`src/rtl/param_sp_ram_pkg.sv`:
```
// Shared types and helpers for the single-port RAM with init engine.
package param_sp_ram_pkg;

    typedef enum logic {
        ST_INIT,
        ST_IDLE
    } state_e;

    // Even parity: the stored bit makes the total count of ones even.
    function automatic logic byte_parity(input logic [7:0] b);
        return ^b;
    endfunction

endpackage

```
`src/rtl/sp_ram_array.sv`:
```
// Storage with byte-enabled synchronous write and registered read.
// PARAM_SP_RAM_PARITY_EN adds one even-parity bit per stored byte.
module sp_ram_array
    import param_sp_ram_pkg::*;
#(
    parameter int DW    = 32,
    parameter int DEPTH = 64,
    parameter int AW    = (DEPTH > 1) ? $clog2(DEPTH) : 1
) (
    input  logic                clk,
    input  logic                rst_n,
    input  logic                we_i,
    input  logic [AW-1:0]       addr_i,
    input  logic [DW-1:0]       wdata_i,
    input  logic [DW/8-1:0]     be_i,
    input  logic                re_i,
    input  logic                in_range_i,
    output logic                rd_valid_o,
    output logic [DW-1:0]       rd_data_o
`ifdef PARAM_SP_RAM_PARITY_EN
    ,
    output logic [DW/8-1:0]     rd_par_o
`endif
);

    localparam int NB = DW / 8;

    logic [DW-1:0] mem_q [DEPTH];
    logic          rd_valid_q;
    logic [DW-1:0] rd_data_q;
`ifdef PARAM_SP_RAM_PARITY_EN
    logic [NB-1:0] par_q [DEPTH];
    logic [NB-1:0] rd_par_q;
`endif

    // No reset on the array itself; the init engine provides the known state.
    always_ff @(posedge clk) begin
        if (we_i) begin
            for (int b = 0; b < NB; b++) begin
                if (be_i[b]) begin
                    mem_q[addr_i][8*b +: 8] <= wdata_i[8*b +: 8];
`ifdef PARAM_SP_RAM_PARITY_EN
                    par_q[addr_i][b] <= byte_parity(wdata_i[8*b +: 8]);
`endif
                end
            end
        end
    end

    always_ff @(posedge clk or negedge rst_n) begin
        if (!rst_n) begin
            rd_valid_q <= 1'b0;
            rd_data_q  <= '0;
`ifdef PARAM_SP_RAM_PARITY_EN
            rd_par_q   <= '0;
`endif
        end else begin
            rd_valid_q <= re_i;
            if (re_i) begin
                rd_data_q <= in_range_i ? mem_q[addr_i] : '0;
`ifdef PARAM_SP_RAM_PARITY_EN
                rd_par_q  <= in_range_i ? par_q[addr_i] : '0;
`endif
            end
        end
    end

    assign rd_valid_o = rd_valid_q;
    assign rd_data_o  = rd_data_q;
`ifdef PARAM_SP_RAM_PARITY_EN
    assign rd_par_o   = rd_par_q;
`endif

endmodule

```
`src/rtl/param_sp_ram.sv`:
```
// Single-port RAM with valid/ready request port and an init sweep after reset/clear.
// PARAM_SP_RAM_PARITY_EN enables per-byte parity storage and rd_perr reporting.
module param_sp_ram
    import param_sp_ram_pkg::*;
#(
    parameter int             DW       = 32,
    parameter int             DEPTH    = 64,
    parameter int             AW       = (DEPTH > 1) ? $clog2(DEPTH) : 1,
    parameter logic [DW-1:0]  INIT_VAL = '0
) (
    input  logic              clk,
    input  logic              rst_n,
    input  logic              clear_req,
    output logic              init_done,
    input  logic              req_valid,
    output logic              req_ready,
    input  logic              req_we,
    input  logic [AW-1:0]     req_addr,
    input  logic [DW-1:0]     req_wdata,
    input  logic [DW/8-1:0]   req_be,
    output logic              rd_valid,
    output logic [DW-1:0]     rd_data,
    output logic              rd_perr
);

    localparam int NB = DW / 8;

    state_e        state_q, state_d;
    logic [AW-1:0] init_ptr_q, init_ptr_d;

    logic          accept, in_range, in_init;
    logic          ram_we, ram_re;
    logic [AW-1:0] ram_addr;
    logic [DW-1:0] ram_wdata;
    logic [NB-1:0] ram_be;

    always_ff @(posedge clk or negedge rst_n) begin
        if (!rst_n) begin
            state_q    <= ST_INIT;
            init_ptr_q <= '0;
        end else begin
            state_q    <= state_d;
            init_ptr_q <= init_ptr_d;
        end
    end

    always_comb begin
        state_d    = state_q;
        init_ptr_d = init_ptr_q;
        case (state_q)
            ST_INIT: begin
                init_ptr_d = init_ptr_q + AW'(1);
                if (init_ptr_q == AW'(DEPTH - 1)) begin
                    state_d    = ST_IDLE;
                    init_ptr_d = '0;
                end
            end
            ST_IDLE: begin
                if (clear_req) begin
                    state_d    = ST_INIT;
                    init_ptr_d = '0;
                end
            end
            default: begin
                state_d    = ST_INIT;
                init_ptr_d = '0;
            end
        endcase
    end

    assign in_init   = (state_q == ST_INIT);
    assign req_ready = (state_q == ST_IDLE);
    assign init_done = (state_q == ST_IDLE);
    assign accept    = req_valid && req_ready;
    assign in_range  = (32'(req_addr) < DEPTH);

    // Init engine owns the port during INIT; requests are never accepted then.
    assign ram_we    = in_init | (accept & req_we & in_range);
    assign ram_re    = accept & ~req_we;
    assign ram_addr  = in_init ? init_ptr_q : req_addr;
    assign ram_wdata = in_init ? INIT_VAL   : req_wdata;
    assign ram_be    = in_init ? '1         : req_be;

`ifdef PARAM_SP_RAM_PARITY_EN
    logic [NB-1:0] rd_par;
    logic          par_mismatch;
`endif

    sp_ram_array #(
        .DW    (DW),
        .DEPTH (DEPTH),
        .AW    (AW)
    ) u_array (
        .clk        (clk),
        .rst_n      (rst_n),
        .we_i       (ram_we),
        .addr_i     (ram_addr),
        .wdata_i    (ram_wdata),
        .be_i       (ram_be),
        .re_i       (ram_re),
        .in_range_i (in_range),
        .rd_valid_o (rd_valid),
        .rd_data_o  (rd_data)
`ifdef PARAM_SP_RAM_PARITY_EN
        ,
        .rd_par_o   (rd_par)
`endif
    );

`ifdef PARAM_SP_RAM_PARITY_EN
    // Out-of-range reads return zero data with zero parity, so never mismatch.
    always_comb begin
        par_mismatch = 1'b0;
        for (int b = 0; b < NB; b++) begin
            if (byte_parity(rd_data[8*b +: 8]) != rd_par[b]) par_mismatch = 1'b1;
        end
    end
    assign rd_perr = rd_valid & par_mismatch;
`else
    assign rd_perr = 1'b0;
`endif

endmodule

```
`config.mk`:
```
export PLATFORM = sky130hd
export DESIGN_NAME = param_sp_ram
export DESIGN_NICKNAME = d
export VERILOG_FILES = /design/src/rtl/param_sp_ram_pkg.sv /design/src/rtl/sp_ram_array.sv /design/src/rtl/param_sp_ram.sv
export SDC_FILE = /design/constraint.sdc
export NUM_CORES = 2
export LEC_CHECK = 0
export CAP_MARGIN = 20
export CORE_AREA = 8 8 645 329
export CTS_CLUSTER_SIZE = 40
export DETAILED_ROUTE_END_ITERATION = 10
export DIE_AREA = 0 0 653 337
export DONT_BUFFER_PORTS = 1
export PLACE_DENSITY_LB_ADDON = 0.3
export SLEW_MARGIN = 30
export SYNTH_ARGS = -nofsm -noshare
export SYNTH_HDL_FRONTEND = slang
export SYNTH_SLANG_ARGS = --single-unit
```
`constraint.sdc`:
```
create_clock -name clk -period 5 [get_ports clk]
set_input_delay 0.5 -clock clk [delete_from_list [all_inputs] [get_ports clk]]
set_output_delay 0.5 -clock clk [all_outputs]
set_load 0.05 [all_outputs]
```
# Word-level counts from Yosys, hierarchy flattened

Memories as Yosys holds them, arrays and structs flattened. A register that Yosys moved wholly into a read port is not among the register bits.
Cells that the tools add are included.

Output and inout port bits: 36
Memory bits (writable): 2048
Memories: 1
Bits in latches: 0
Word-level logic and storage cells: 35
Bits of input ports: 47
Bits in read-only memories: 0
Flip-flop bits (word level): 8

$lt $le $gt $ge: 0
Bitwise logic cells: 5
$mul: 0
Shift-type cells: 0
Equal/unequal tests: 2
Reduce and logical (&&, ||, !) cells: 2
Divide/modulo/power cells: 0
Multiplexer cells: 21
Add/subtract/negate cells: 1

Memory list:

| name          | words | width | rd ports | clocked after Yosys merged registers in | write ports | RTL line           | text |
|---|---|---|---|---|---|---|---|
| u_array.mem_q | 64    | 32    | 1        | 1                                       | 1           | sp_ram_array.sv:28 | `logic [DW-1:0] mem_q [DEPTH];` |

Operators by type and width:

| cell                                                           | number |
|---|---|
| 32-bit 2-to-1 mux                                              | 1 |
| 6-bit 2-to-1 mux                                               | 3 |
| 1-bit 2-to-1 mux                                               | 14 |
| 6-bit one-hot mux with 2 select lines                          | 1 |
| 6-bit by 1-bit adder with 6-bit output (second input constant) | 1 |
| 6-bit == test (second input constant)                          | 1 |
| 4-bit 2-to-1 mux                                               | 1 |
| 1-bit AND                                                      | 2 |
| 2-bit inequality test (second input constant)                  | 1 |
| 1-bit NOT                                                      | 2 |
| 1-bit one-hot mux with 2 select lines                          | 1 |
| 1-bit logical AND                                              | 1 |
| 1-bit logical NOT                                              | 1 |
| 1-bit bitwise OR                                               | 1 |

# Logic depth before layout (Yosys ltp)

Depth in word-level cells: 5
Mapped depth: 12
Gate-level depth less buffers: 6

# Modules after synthesis

A second synthesis with hierarchy kept.

Cells, all modules: 4823
Area total of the unflattened synthesis: 80743.7 um^2

Modules (own cells, without submodules):

| module       | cells each | times used | sequential area each (um^2) | area each (um^2) |
|---|---|---|---|---|
| sp_ram_array | 4733       | 1          | 62324.8                     | 80039.3 |
| param_sp_ram | 90         | 1          | 175.2                       | 704.4 |

# Worst setup path after synthesis

No wires, ideal clock.

Path type: register to register
Start point: reg state_q (netlist: init_done)
End point: mem u_array.mem_q[0][24], data pin
Setup time: 0.367 ns
Period minus slack after synthesis: 2.939 ns
Arrival time: 2.572 ns
Data required time: 4.633 ns
Slack: 2.061 ns
Buffers on the path: 5
Cell stages (with the launch flop): 7
Cell sequence: dfrtp_1 buf_4 buf_6 buf_2 clkbuf_1 clkbuf_1 and2_1

Cells in the longest elaborated chain, start to end: 1

RTL lines:

| item                     | RTL line           | text |
|---|---|---|
| start: declaration       | param_sp_ram.sv:28 | `state_e state_q, state_d;` |
| start signal: assignment | param_sp_ram.sv:42 | `state_q <= state_d;` |
| 32-bit 2-to-1 mux        | param_sp_ram.sv:81 | `assign ram_wdata = in_init ? INIT_VAL : req_wdata;` |
| named net ram_wdata[24]  | param_sp_ram.sv:34 | `logic [DW-1:0] ram_wdata;` |
| end: declaration         | sp_ram_array.sv:28 |  |

The timed path passes the listed nets, and every way through them passes these cells.

# Worst setup path in the final report

Start point: reg state_q (netlist: init_done)
End point: reg u_array.rd_data_q[16] (netlist: u_array.rd_data_o[16]), read port of u_array.mem_q

Cells in the longest elaborated chain, start to end: 2
Elaborated cells between the ends (all ways): 3
Classes of those cells: mux: 1; bitwise: 1; reduce/logical: 1

RTL lines:

| item              | RTL line           | text |
|---|---|---|
| 1-bit logical AND | param_sp_ram.sv:74 | `assign accept = req_valid && req_ready;` |
| 1-bit AND         | param_sp_ram.sv:79 | `assign ram_re = accept & ~req_we;` |
| end: declaration  | sp_ram_array.sv:30 | `logic [DW-1:0] rd_data_q;` |

Several ways; a longest one is shown, not always the timed one.
A chain may end at the register's enable or synchronous reset.

==> impl_metrics.xml <==
<?xml version="1.0" encoding="UTF-8"?>
<metrics>
  <group name="pwr">
    <metric name="total_power" unit="mW">48.9</metric>
    <metric name="power-per-cell-area" unit="mW/mm2">553</metric>
    <metric name="netSwitchingFraction" unit="">0.337</metric>
    <metric name="p_clk_frac" unit="">0.289</metric>
    <metric name="cellLeakagePower" unit="nW">27.8</metric>
    <metric name="net-switching-power" unit="mW">16.5</metric>
    <metric name="sequentialPowerShare" unit="">0.446</metric>
    <metric name="power_report.internal_total" unit="mW">32.4</metric>
    <metric name="vdd.ir_drop.worst" unit="mV">0.343</metric>
    <metric name="comb_power_share" unit="">0.265</metric>
  </group>
  <group name="synth">
    <metric name="syn-num-nets" unit="">4488</metric>
    <metric name="netlist-cell-type-count" unit="">57</metric>
    <metric name="synth-seq-cells" unit="">2088</metric>
    <metric name="yosys.area.top_type" unit="">edfxtp_1</metric>
    <metric name="ys_warn_count" unit="">0</metric>
    <metric name="synth_edf_count" unit="">2048</metric>
    <metric name="syn-instance-count" unit="">4440</metric>
    <metric name="ys_top_cells_by_count" unit="">2048 x edfxtp_1, 581 x a22oi_1, 392 x mux2i_1</metric>
    <metric name="main_flop_type_after_synthesis" unit="">edfxtp_1</metric>
    <metric name="synth_async_reset_ratio" unit="">0.0192</metric>
    <metric name="postSynthAreaPerCell" unit="um2">17.7</metric>
    <metric name="post_synth_main_area_contributors" unit="">edfxtp_1 78%, a22oi_1 5.5%, mux2i_1 5.0%</metric>
    <metric name="syn_area" unit="mm2">0.0787</metric>
    <metric name="synth_sequential_area_ratio" unit="">0.794</metric>
    <metric name="post-synth-top-count-cell" unit="">edfxtp_1</metric>
    <metric name="synth.top_cell.area_share" unit="">0.781</metric>
  </group>
  <group name="run">
    <metric name="maxCapViolations" unit="">0</metric>
  </group>
  <group name="placement">
    <metric name="gp_congestion" unit="">0.848</metric>
    <metric name="dpl.hpwl" unit="mm">134</metric>
    <metric name="portBuffers" unit="">0</metric>
    <metric name="placedCellCount" unit="">7030</metric>
  </group>
  <group name="clocking">
    <metric name="post_cts_hold_buffer_count" unit="">5</metric>
    <metric name="cts-htree-levels" unit="">4</metric>
    <metric name="cts_resized" unit="">0</metric>
    <metric name="cts.path.max_buffers" unit="">3</metric>
    <metric name="tritoncts" unit="">done</metric>
    <metric name="clock-sinks" unit="">2088</metric>
    <metric name="clock_tree.root_cell" unit="">clkbuf_16</metric>
    <metric name="cts-buffers-inserted" unit="">189</metric>
    <metric name="post_cts_buffers" unit="">0</metric>
    <metric name="cts.reportedPaths.clkPinSlew" unit="ps">70</metric>
    <metric name="clock_insertion_delay_worst_skew" unit="ps">810</metric>
  </group>
  <group name="floorplan">
    <metric name="dieArea" unit="mm2">0.220</metric>
    <metric name="die_height" unit="um">337</metric>
    <metric name="floorplan.initialDensity" unit="">0.388</metric>
    <metric name="design.core.area" unit="mm2">0.203</metric>
    <metric name="die_w" unit="um">653</metric>
    <metric name="row_count" unit="">117</metric>
    <metric name="io_pins" unit="">83</metric>
  </group>
  <group name="global_routing">
    <metric name="number_of_antenna_violations_at_the_first_check_in_global_routing" unit="">11</metric>
    <metric name="grt_usage" unit="">0.193</metric>
    <metric name="grt_overflow_total" unit="">0</metric>
    <metric name="gr-max-usage-layer" unit="">met2</metric>
    <metric name="grt_max_degree" unit="">96</metric>
    <metric name="grt.met3_usage" unit="">0.0304</metric>
    <metric name="via_count_of_the_first_global_routing_pass" unit="">42600</metric>
    <metric name="grt_use_met1" unit="">0.271</metric>
    <metric name="first_pass_grt_wire_length" unit="mm">313</metric>
    <metric name="gr-usage-met2" unit="">0.313</metric>
  </group>
  <group name="critical_path">
    <metric name="critical_path.max_fanout" unit="">53</metric>
    <metric name="slowest_stage" unit="">o21ai_0</metric>
    <metric name="timing.critical_path.slowest_cell_delay" unit="ps">820</metric>
    <metric name="crit_chain" unit="">buf_4 &gt; mux2_4 &gt; buf_12 &gt; o22ai_1 &gt; o21ai_0 &gt; and4_1 &gt; a31oi_1</metric>
    <metric name="cpLargestDelayFamily" unit="">compound AO/OA/AOI/OAI gates</metric>
    <metric name="critPathCaptureType" unit="">flop</metric>
    <metric name="r2r_cells" unit="">7</metric>
    <metric name="cp_data_arrival_time" unit="ps">4700</metric>
    <metric name="critical_path.startpoint_type" unit="">flop</metric>
    <metric name="timing.critical_path.depth" unit="">7</metric>
    <metric name="criticalPathCategory" unit="">flop to flop</metric>
    <metric name="worstPathRequired" unit="ps">5680</metric>
    <metric name="path_buf_inv" unit="">2</metric>
  </group>
  <group name="cells_and_area">
    <metric name="filler_cells_inserted" unit="">17500</metric>
    <metric name="synthToLayoutAreaGrowth" unit="%">12.2</metric>
    <metric name="layout-drive-gt1-share" unit="">0.110</metric>
    <metric name="final_net_count" unit="">4537</metric>
    <metric name="final_cells" unit="">7384</metric>
  </group>
  <group name="timing">
    <metric name="setup_viol" unit="">0</metric>
    <metric name="timing.max_slew.rel_slack" unit="">0.295</metric>
    <metric name="finalCriticalPeriod" unit="ps">4020</metric>
    <metric name="clock-skew-final" unit="ps">23.2</metric>
    <metric name="worstMarginPinSlew" unit="ps">1050</metric>
    <metric name="max_clock_freq" unit="GHz">0.249</metric>
    <metric name="timing_hold_violations_final" unit="">0</metric>
    <metric name="setup-tns-final" unit="ps">0</metric>
    <metric name="timing.final.max_slew_violations" unit="">0</metric>
    <metric name="min_period_over_period" unit="">0.804</metric>
    <metric name="finalHoldWorstSlack" unit="ps">84.2</metric>
    <metric name="rsz0062_at_grt" unit="">no</metric>
  </group>
  <group name="route">
    <metric name="routed_wl" unit="mm">220</metric>
    <metric name="routed_wire_length_per_instance" unit="um">29.8</metric>
    <metric name="detailedRoute.firstPassIterationCount" unit="">6</metric>
    <metric name="drt_drc_violations_left" unit="">0</metric>
    <metric name="antenna_left" unit="">0</metric>
    <metric name="post_drt_via_cell_ratio" unit="">5.91</metric>
    <metric name="route.vias.total" unit="">43600</metric>
    <metric name="initialDrtViolationCount" unit="">5730</metric>
  </group>
  <group name="outcome">
    <metric name="run_status" unit="">finished, final reports clean</metric>
  </group>
  <group name="min_path">
    <metric name="class_of_the_worst_hold_path" unit="">input pin to flop</metric>
    <metric name="worst_hold_path.num_cells" unit="">1</metric>
  </group>
</metrics>
worst paths after layout:
check | from | endpoint | slack, ps
setup / recovery | init_done$_DFF_PN0_ | u_array.rd_data_o[16]$_DFFE_PN0P_ | 980
hold reg to reg | init_ptr_q[3]$_DFFE_PN0P_ | init_ptr_q[3]$_DFFE_PN0P_ | 560
max in group asynchronous | rst_n | init_done$_DFF_PN0_ | 4390
hold / removal | req_wdata[16] | u_array.mem_q[0][16]$_DFFE_PP_ | 80
min in group asynchronous | rst_n | u_array.rd_data_o[4]$_DFFE_PN0P_ | 200
setup reg to reg | init_done$_DFF_PN0_ | u_array.rd_data_o[16]$_DFFE_PN0P_ | 980
cell type report:
cell class,instances,area [um2],area share
antenna,2,5.00,0.0000567
clock inverter,89,719,0.00815
clock buffer,258,5240,0.0593
multi-input combinational,2057,15000,0.170
tap,2737,3420,0.0388
inverter,3,11.3,0.000127
timing repair buffer,150,1450,0.0164
sequential,2088,62500,0.708
through the flow:
stage	setup slack, ps	instance area, um2	util
global route	918	88300	0.436
detailed placement	979	82300	0.406
global placement	1080	82200	0.406
floorplan	2060	78700	-
finish	981	88300	0.436
CTS	974	88300	0.436
flip-flops by register name (all words and copies together), names as in the netlist:
signal              cells
u_array.rd_valid_o      1
u_array.rd_data_o      32
u_array.mem_q        2048
init_done               1
init_ptr_q              6
power by group through the flow:
| stage | sequential (mW) | combinational (mW) | clock [mW] |
|---|---|---|---|
| 3_3_place_gp | 22.1 | 12.6 | 0 |
| 3_5_place_dp | 22.2 | 12.8 | 0 |
| 6_report | 21.8 | 13.0 | 14.1 |
| 4_1_cts | 21.8 | 12.9 | 14.2 |
| 2_1_floorplan | 21.8 | 7.81 | 0 |
| 5_1_grt | 21.9 | 13.5 | 14.9 |
placed cells by master (no fill, tap or decap), drive strengths merged, types with 2 or more instances in the layout:
cell type,Yosys,final
a31oi,58,58
o22a,7,7
a222oi,27,27
o32ai,3,3
o32a,3,3
nand4,38,38
o22ai,198,198
a22oi,581,581
clkbuf,77,258
edfxtp,2048,2048
dfrtp,40,40
nand2,62,62
mux2,30,30
nor3,8,8
diode,0,2
mux2i,393,393
inv,3,5
a21oi,19,19
or2,3,3
and4,32,32
nand3,13,13
a41o,13,13
dlygate4sd3,0,4
nand2b,9,9
nor4b,2,2
o21ai,102,102
o21a,2,2
and2,33,33
clkinvlp,0,3
nor2,302,302
buf,215,146
a41oi,79,79
bufinv,0,11
a221oi,12,12
a22o,2,2
clkinv,0,73
nor4,14,14
per-layer routing:
layer | share of wire | wire, um | vias up
met2 | 0.47 | 104000 | 2371
li1 | - | - | 18400
met1 | 0.42 | 92300 | 22600
met3 | 0.085 | 18800 | 296
met4 | 0.024 | 5230 | 4
met5 | 0.00012 | 27 | -
logic make-up (layout without fill, tap and decap cells):
group | Yosys count | in the layout | synth area share
AND/OR/NAND/NOR | 519 | 519 | 0.0305
flip-flops | 2088 | 2088 | 0.794
XOR/XNOR | 1 | 1 | 0.000111
buffers and inverters | 295 | 500 | 0.0187
AO/OA/AOI/OAI | 1112 | 1112 | 0.102
multiplexers | 423 | 423 | 0.0544
adder cells (fa/ha/maj) | 1 | 1 | 0.000159
other | 1 | 3 | 0.0000476
Note: power is estimated with default switching activity, not from simulation.
